$ cat config.mk
export PLATFORM = sky130hd
export DESIGN_NAME = seq_div16x8
export DESIGN_NICKNAME = d
export VERILOG_FILES = /design/src/rtl/seq_div16x8.sv
export SDC_FILE = /design/constraint.sdc
export NUM_CORES = 1
export LEC_CHECK = 0
export ABC_AREA = 1
export BUFFER_PORTS_ARGS = -buffer_cell sky130_fd_sc_hd__buf_4
export CAP_MARGIN = 20
export CORE_UTILIZATION = 60
export DETAILED_ROUTE_END_ITERATION = 10
export HOLD_SLACK_MARGIN = 0.03
export PLACE_DENSITY = 0.86
export SYNTH_ARGS = -nofsm -noshare
export SYNTH_HDL_FRONTEND = slang
export SYNTH_SLANG_ARGS = --single-unit
$ cat constraint.sdc
create_clock -name clk -period 2.71 [get_ports clk]
set_input_delay 0.542 -clock clk [delete_from_list [all_inputs] [get_ports clk]]
set_output_delay 0.542 -clock clk [all_outputs]
set_load 0.05 [all_outputs]
$ cat src/rtl/seq_div16x8.sv
// seq_div16x8 - iterative restoring divider, 16-bit dividend / 8-bit divisor.
// Produces one quotient bit per clock, MSB first, behind valid/ready handshakes
// on the operand and result sides.
// Optional build macro: APPROX_DIV_EN - when defined, the low APPROX_SKIP
// quotient bits are not computed. The result is forced to zero in those bits,
// and the latency shrinks by APPROX_SKIP cycles.

module seq_div16x8 #(
    parameter int APPROX_SKIP = 4
) (
    input  logic        clk,
    input  logic        rst,
    input  logic        in_valid,
    output logic        in_ready,
    input  logic [15:0] dividend,
    input  logic [7:0]  divisor,
    output logic        out_valid,
    input  logic        out_ready,
    output logic [15:0] quot,
    output logic [7:0]  rem,
    output logic        div_zero
);

`ifdef APPROX_DIV_EN
    localparam bit APPROX_EN = 1'b1;
`else
    localparam bit APPROX_EN = 1'b0;
`endif

    // Out-of-range skip values are clamped to 0..8, so that at least 8 dividend bits are iterated.
    localparam int SKIP_CLAMP = (APPROX_SKIP < 0) ? 0 : ((APPROX_SKIP > 8) ? 8 : APPROX_SKIP);
    localparam int SKIP       = APPROX_EN ? SKIP_CLAMP : 0;
    localparam int NITER      = 16 - SKIP;
    localparam logic [4:0] LAST_ITER = 5'(NITER - 1);

    typedef enum logic [1:0] {
        IDLE = 2'd0,
        RUN  = 2'd1,
        DONE = 2'd2
    } state_t;

    state_t      state_q;
    logic [4:0]  cnt_q;
    // dvd_q is one shift register for both operands. Dividend bits leave at the
    // top, and quotient bits enter at the bottom.
    logic [15:0] dvd_q;
    logic [7:0]  dvs_q;
    // The partial remainder is always below the divisor between iterations, so
    // 8 stored bits are enough. The 9th bit exists only in the shifted value.
    logic [7:0]  r_q;

    logic        in_ready_q;
    logic        out_valid_q;
    logic [15:0] quot_q;
    logic [7:0]  rem_q;
    logic        div_zero_q;

    logic [8:0]  r_shift;
    logic        q_bit;
    logic [7:0]  r_d;
    logic [15:0] dvd_d;

    // One restoring step: shift in the next dividend bit, then subtract the divisor if it fits.
    always_comb begin
        // NOTE: every combinational output is given a default first, so no path leaves it unassigned and no latch is inferred.
        r_shift = 9'd0;
        q_bit   = 1'b0;
        r_d     = 8'd0;
        dvd_d   = 16'd0;

        r_shift = {r_q, dvd_q[15]};
        q_bit   = (r_shift >= {1'b0, dvs_q});
        // When the subtraction happens, the true difference is below the divisor, so the low 8 bits are exact.
        r_d     = q_bit ? (r_shift[7:0] - dvs_q) : r_shift[7:0];
        dvd_d   = {dvd_q[14:0], q_bit};
    end

    // Control FSM, datapath registers and registered handshake/result outputs.
    always_ff @(posedge clk) begin
        // NOTE: state is updated with non-blocking assignments, so every register samples pre-edge values.
        if (rst) begin
            state_q     <= IDLE;
            cnt_q       <= 5'd0;
            dvd_q       <= 16'd0;
            dvs_q       <= 8'd0;
            r_q         <= 8'd0;
            in_ready_q  <= 1'b1;
            out_valid_q <= 1'b0;
            quot_q      <= 16'd0;
            rem_q       <= 8'd0;
            div_zero_q  <= 1'b0;
        end else begin
            case (state_q)
                IDLE: begin
                    if (in_valid && in_ready_q) begin
                        in_ready_q <= 1'b0;
                        dvd_q      <= dividend;
                        dvs_q      <= divisor;
                        cnt_q      <= 5'd0;
                        r_q        <= 8'd0;
                        if (divisor == 8'd0) begin
                            state_q     <= DONE;
                            out_valid_q <= 1'b1;
                            quot_q      <= 16'hFFFF;
                            rem_q       <= dividend[7:0];
                            div_zero_q  <= 1'b1;
                        end else begin
                            state_q    <= RUN;
                            div_zero_q <= 1'b0;
                        end
                    end
                end

                RUN: begin
                    dvd_q <= dvd_d;
                    r_q   <= r_d;
                    cnt_q <= cnt_q + 5'd1;
                    if (cnt_q == LAST_ITER) begin
                        state_q     <= DONE;
                        cnt_q       <= 5'd0;
                        out_valid_q <= 1'b1;
                        // After NITER shifts, the quotient sits in the low NITER bits. Move it up over the skipped positions.
                        quot_q      <= dvd_d << SKIP;
                        rem_q       <= r_d;
                    end
                end

                DONE: begin
                    if (out_ready) begin
                        state_q     <= IDLE;
                        out_valid_q <= 1'b0;
                        in_ready_q  <= 1'b1;
                    end
                end

                default: begin
                    state_q     <= IDLE;
                    in_ready_q  <= 1'b1;
                    out_valid_q <= 1'b0;
                end
            endcase
        end
    end

    assign in_ready  = in_ready_q;
    assign out_valid = out_valid_q;
    assign quot      = quot_q;
    assign rem       = rem_q;
    assign div_zero  = div_zero_q;

endmodule

======== Yosys cells after proc, flatten, opt, wreduce, memory -nomap -nowiden ========
Cells that the tools add are included.
operators by class
  add/subtract/negate cells ............... 2
  multiply operators ...................... 0
  divide/modulo/power cells ............... 0
  order comparisons ....................... 1
  eq/ne operators ......................... 7
  shift operators ......................... 0
  mux-type cells .......................... 30
  bitwise logic cells ..................... 1
  reduce and logical (&&, ||, !) cells .... 10
operator list
  cell                                                                    count
  16-bit two-way mux                                                      4
  16-bit case mux with 2 select lines                                     2
  8-bit two-way mux                                                       5
  8-bit case mux with 2 select lines                                      2
  5-bit two-way mux                                                       2
  5-bit case mux with 2 select lines                                      1
  9-bit by 8-bit >= comparator with 1-bit output                          1
  8-bit zero test                                                         1
  2-bit two-way mux                                                       4
  2-bit inequality test (second input constant)                           4
  4-bit AND reduction                                                     2
  8-bit subtractor                                                        1
  1-bit two-way mux                                                       7
  1-bit case mux with 3 select lines                                      2
  2-bit case mux with 3 select lines                                      1
  3-bit AND reduction                                                     2
  5-bit by 1-bit adder with 5-bit output (second input constant)          1
  5-bit by 4-bit equality test with 1-bit output (second input constant)  1
  2-bit AND reduction                                                     2
  2-bit by 1-bit equality test with 1-bit output (second input constant)  1
  2-bit equality test (second input constant)                             1
  2-bit zero test                                                         1
  2-bit nonzero test                                                      1
  1-bit logical AND                                                       1
  1-bit inverter                                                          1
storage, ports and cells
  register bits after elaboration ......... 66
  latch bits .............................. 0
  memory bits (writable) .................. 0
  memory bits (read-only) ................. 0
  bits of input ports ..................... 28
  output and inout port bits .............. 27
  word-level logic and storage cells ...... 61
  memories kept ........................... 0

======== Longest topological paths before layout ========
  word-level depth ........................ 4
  mapped depth ............................ 13
  depth with buffers taken out ............ 13

======== Worst setup path after synthesis ========
No wires, ideal clock.
  path kind ............................... reg2reg
  from .................................... reg in_ready_q, in the netlist in_ready
  to ...................................... reg dvd_q[1]
  setup time .............................. 0.137 ns
  data arrival time ....................... 1.573 ns
  required time ........................... 2.573 ns
  setup slack ............................. 1.000 ns
  stages on the path, launching flop included .. 7
  buffers on the path ..................... 1
  period minus slack after synthesis ...... 1.710 ns
  cell sequence ........................... dfxtp_1 nand2_1 nor3_1 nor2_2 inv_1 clkbuf_1 a31oi_1
on the way
  longest elaborated chain between the ends .. 3
ends and longest elaborated chain
  element                                 line  RTL
  start, declared                         52    logic in_ready_q;
  start signal, assigned                  87    in_ready_q <= 1'b1;
  start signal, assigned                  96    in_ready_q <= 1'b0;
  start signal, assigned                  132   in_ready_q <= 1'b1;
  1-bit logical AND                       95    if (in_valid && in_ready_q) begin
  2-bit inequality test (no source line)  n/a
  2-bit AND reduction (no source line)    n/a
  end signal, assigned                    97    dvd_q <= dividend;
  end signal, assigned                    115   dvd_q <= dvd_d;
  end, declared                           46    logic [15:0] dvd_q;
No other way between the ends.
A chain may end at the register's enable or synchronous reset.

======== Worst setup path after layout ========
  from .................................... reg dvs_q[6]
  to ...................................... reg r_q[7]
on the way
  longest elaborated chain between the ends .. 3
  elaborated cells between the ends (all ways) .. 4
  those cells by class .................... add/sub (1); order compare (1); mux (2)
ends and longest elaborated chain
  element                                                                                    line    RTL
  start, declared                                                                            47      logic [7:0] dvs_q;
  start signal, assigned                                                                     98      dvs_q <= divisor;
  8-bit subtractor / 9-bit by 8-bit >= comparator with 1-bit output (equally long branches)  74, 72
  8-bit two-way mux *                                                                        74      r_d = q_bit ? (r_shift[7:0] - dvs_q) : r_shift[7:0];
  8-bit case mux with 2 select lines *                                                       93      case (state_q)
  end signal, assigned                                                                       116     r_q <= r_d;
  end, declared                                                                              50      logic [7:0] r_q;
Every way passes the cells marked *; elsewhere a longest branch is shown, timed or not.

==> results.md <==
* Initial cell density of the core at 63.4%
* Startpoint Class: flip-flop
* Hold Fails Final Rpt at 0
* HPWL Detailed at 5670 µm
* Post-Synth XOR/XNOR Area at 1.06%
* Most frequent cell after synthesis: nand2_1
* Vias per inst at 5.47
* Sequential area share after synthesis at 40.0%
* CTS Hold Bufs at 0
* CTS tree: yes
* Nets at 567
* Post-CTS setup buffers at 0
* Top cells by count, synth: nand2_1, dfxtp_1, nor2_1, inv_1, nand3_1
* Worst-path clk slew at 70 ps
* Post-synth ARST share at 0%
* R2R depth at 11
* Final critical-path required period at 2180 ps
* Leading area contributor after synthesis: dfxtp_1
* Worst Hold Endpoint: dvs_q[0]
* First-pass GRT wire length at 14000 µm
* Outcome: complete, no violations
* Final ANT Viol Nets at 0
* Mean Syn Cell Area at 6.86 µm²
* Power Density at 874 mW/mm²
* # port buffers at 54
* # IOs at 55
* Post-Syn Area at 0.00330 mm²
* Fin crit share at 80.6%
* Total CTS buffers at 9
* RSZ-0062 raised after global routing: false
* WS Path Type: flip-flop to flip-flop
* Worst hold path depth at 3
* Fin. max-slew vios at 0
* Leading post-synthesis cells by cell area: dfxtp_1, nand2_1, nor2_1, inv_1, nand3_1
* Vias at 3306
* CP required at 3000 ps
* Layout cells sized above 1 at 16.5%
* Main combinational cell family by area after synthesis: simple AND/OR/NAND/NOR gates
* Synth Area in Compound Gates at 14.6%
* EDFF count, synth at 0
* Final setup fails at 0
* Fill count at 436
* First drt pass iteration count at 5
* Maximum vdd drop at 0.500 mV
* GRT Overall Usage at 29.9%
* Hold Path Origin: divisor[0]
* Largest net degree at the start of global routing at 38
* Routed wire per std cell at 13.4 µm
* Post-Syn Nets at 519
* Post-synthesis adder-cell area fraction at 4.02%
* Simple-Gate Fraction of Synth Area at 30.1%
* RePlAce Congestion at 0.886
* Worst slew margin at 57.2%
* Max Cap Viol at 0
* Arrival time at the worst endpoint at 2480 ps
* Synth cell types at 31
* Core box area at 0.00520 mm²
* Number of global-route vias before repair at 3034
* RR Startpoint: dvs_q[6]
* DRC errors left at 0
* Maximum fanout along the worst path at 9
* GRT overflow at 0
* Die Y at 76.2 µm
* Clk_lat worst skew at 350 ps
* Synthesized flop and latch total at 66
* Final setup TNS at 0 ps
* Fmax achieved at 0.458 GHz
* Register-to-register setup slack at 530 ps
* Mux contribution to synthesized area at 0%
* Antenna fix cells at 0
* Share of the synthesized area in the top cell type at 40.0%
* P_leak at 0.00195 µW
* Worst Max-Slew Pin Slew at 640 ps
* Initial antenna violation count at 0
* Max clock buf depth at 2
* Row cnt at 26
* Most used flip-flop cell after synthesis: dfxtp_1
* FF-to-FF End: r_q[7]
* CTS-repair resized insts at 0
* WL final at 8090 µm
* DIE AREA at 0.00580 mm²
* First DRT Iteration DRCs at 326
* Layout Skew at 8.06 ps
* P&R area growth vs syn at 18.9%
* Die X at 76.2 µm
* CTS sink count at 66
* Root buffer cell: clkbuf_8
* Worst Hold Class: input pin to flip-flop
* Final hold slack at 425 ps
* Ys Warns at 0
* Critical Path Sink Type: flip-flop
* H-Tree Depth at 3
* Post-Synthesis Cells at 481
-- kinds of logic (layout without fill, tap and decap cells) --
logic type,after synthesis,count (layout)
XOR/XNOR,4,4
AND/OR/NAND/NOR,230,230
flip-flops,66,66
buffers and inverters,83,136
AO/OA/AOI/OAI,88,88
adder cells (fa/ha/maj),10,10
-- worst max-delay path, cell delays in order, from the launching register on --
cell	delay, ps
dfxtp_1	330
inv_1	70
ha_1	390
nand2_1	100
nand2_1	70
nand2_1	60
nand2_1	70
nor2b_1	520
nand4_1	230
nand3_1	160
nand2_1	70
inv_1	70
-- metal layers --
| metal | vias up | wire length, µm | track usage [%] |
|---|---|---|---|
| li1 | 1656 | - | - |
| met1 | 1494 | 3670 | 40.7 |
| met2 | 139 | 3730 | 47.6 |
| met3 | 17 | 540 | 3.95 |
| met4 | 0 | 157 | 13.3 |
| met5 | - | 0 | 0 |
-- layout make-up --
class / instances / area (µm²) / area share [%]
inverters: 63 / 241 / 6.15
repair buffers: 57 / 428 / 10.9
well taps: 70 / 87.6 / 2.23
flip-flops and latches: 66 / 1320 / 33.7
multi-input cells: 332 / 1650 / 41.9
clock inverters: 7 / 77.6 / 1.98
clock buffers: 9 / 124 / 3.16
-- stage by stage --
stage / std cells / power (µW) / setup slack (ps) / utilization, % / area [µm²]
floorplan: 481 / 2250 / 1000 / - / 3300
CTS: 604 / 3410 / 185 / 75.3 / 3920
global placement: 588 / 2540 / 240 / 71.4 / 3720
finish: 604 / 3430 / 526 / 75.4 / 3930
global route: 604 / 3660 / 338 / 75.4 / 3930
detailed placement: 588 / 2570 / 151 / 71.4 / 3720
-- registers in the layout, indices dropped and copies added (netlist names) --
register	flops
cnt_q	5
div_zero	1
dvd_q	16
dvs_q	8
in_ready	1
out_valid	1
quot	16
r_q	8
rem	8
state_q	2
-- power by group --
group          switching, µW  internal, µW
registers               99.6          1110
logic                    943           434
clock network            406           432
total                   1450          1980
-- placed cells by master (no fill, tap or decap), drive strengths merged, types with 2 or more instances in the layout --
cell,count
nand3,40
clkbuf,9
dfxtp,66
ha,9
nor3,3
or2,6
a211oi,2
inv,64
xnor2,2
a21oi,33
o21ai,40
xor2,2
nand2,101
clkinv,4
nand4,11
buf,57
o211ai,5
a31oi,7
nor2,68
-- worst max path at each step --
stage | from | to | slack [ps] | cells after the start
6_report | dvs_q[6] | r_q[7] | 530 | 11
5_1_grt | state_q[1] | dvd_q[5] | 340 | 7
4_1_cts | state_q[1] | dvd_q[7] | 180 | 7
3_5_place_dp | in_valid | dvd_q[7] | 150 | 7
3_3_place_gp | in_valid | dvd_q[6] | 240 | 7
2_1_floorplan | in_ready | dvd_q[1] | 1000 | 6
(Power assumes the default switching activity.)
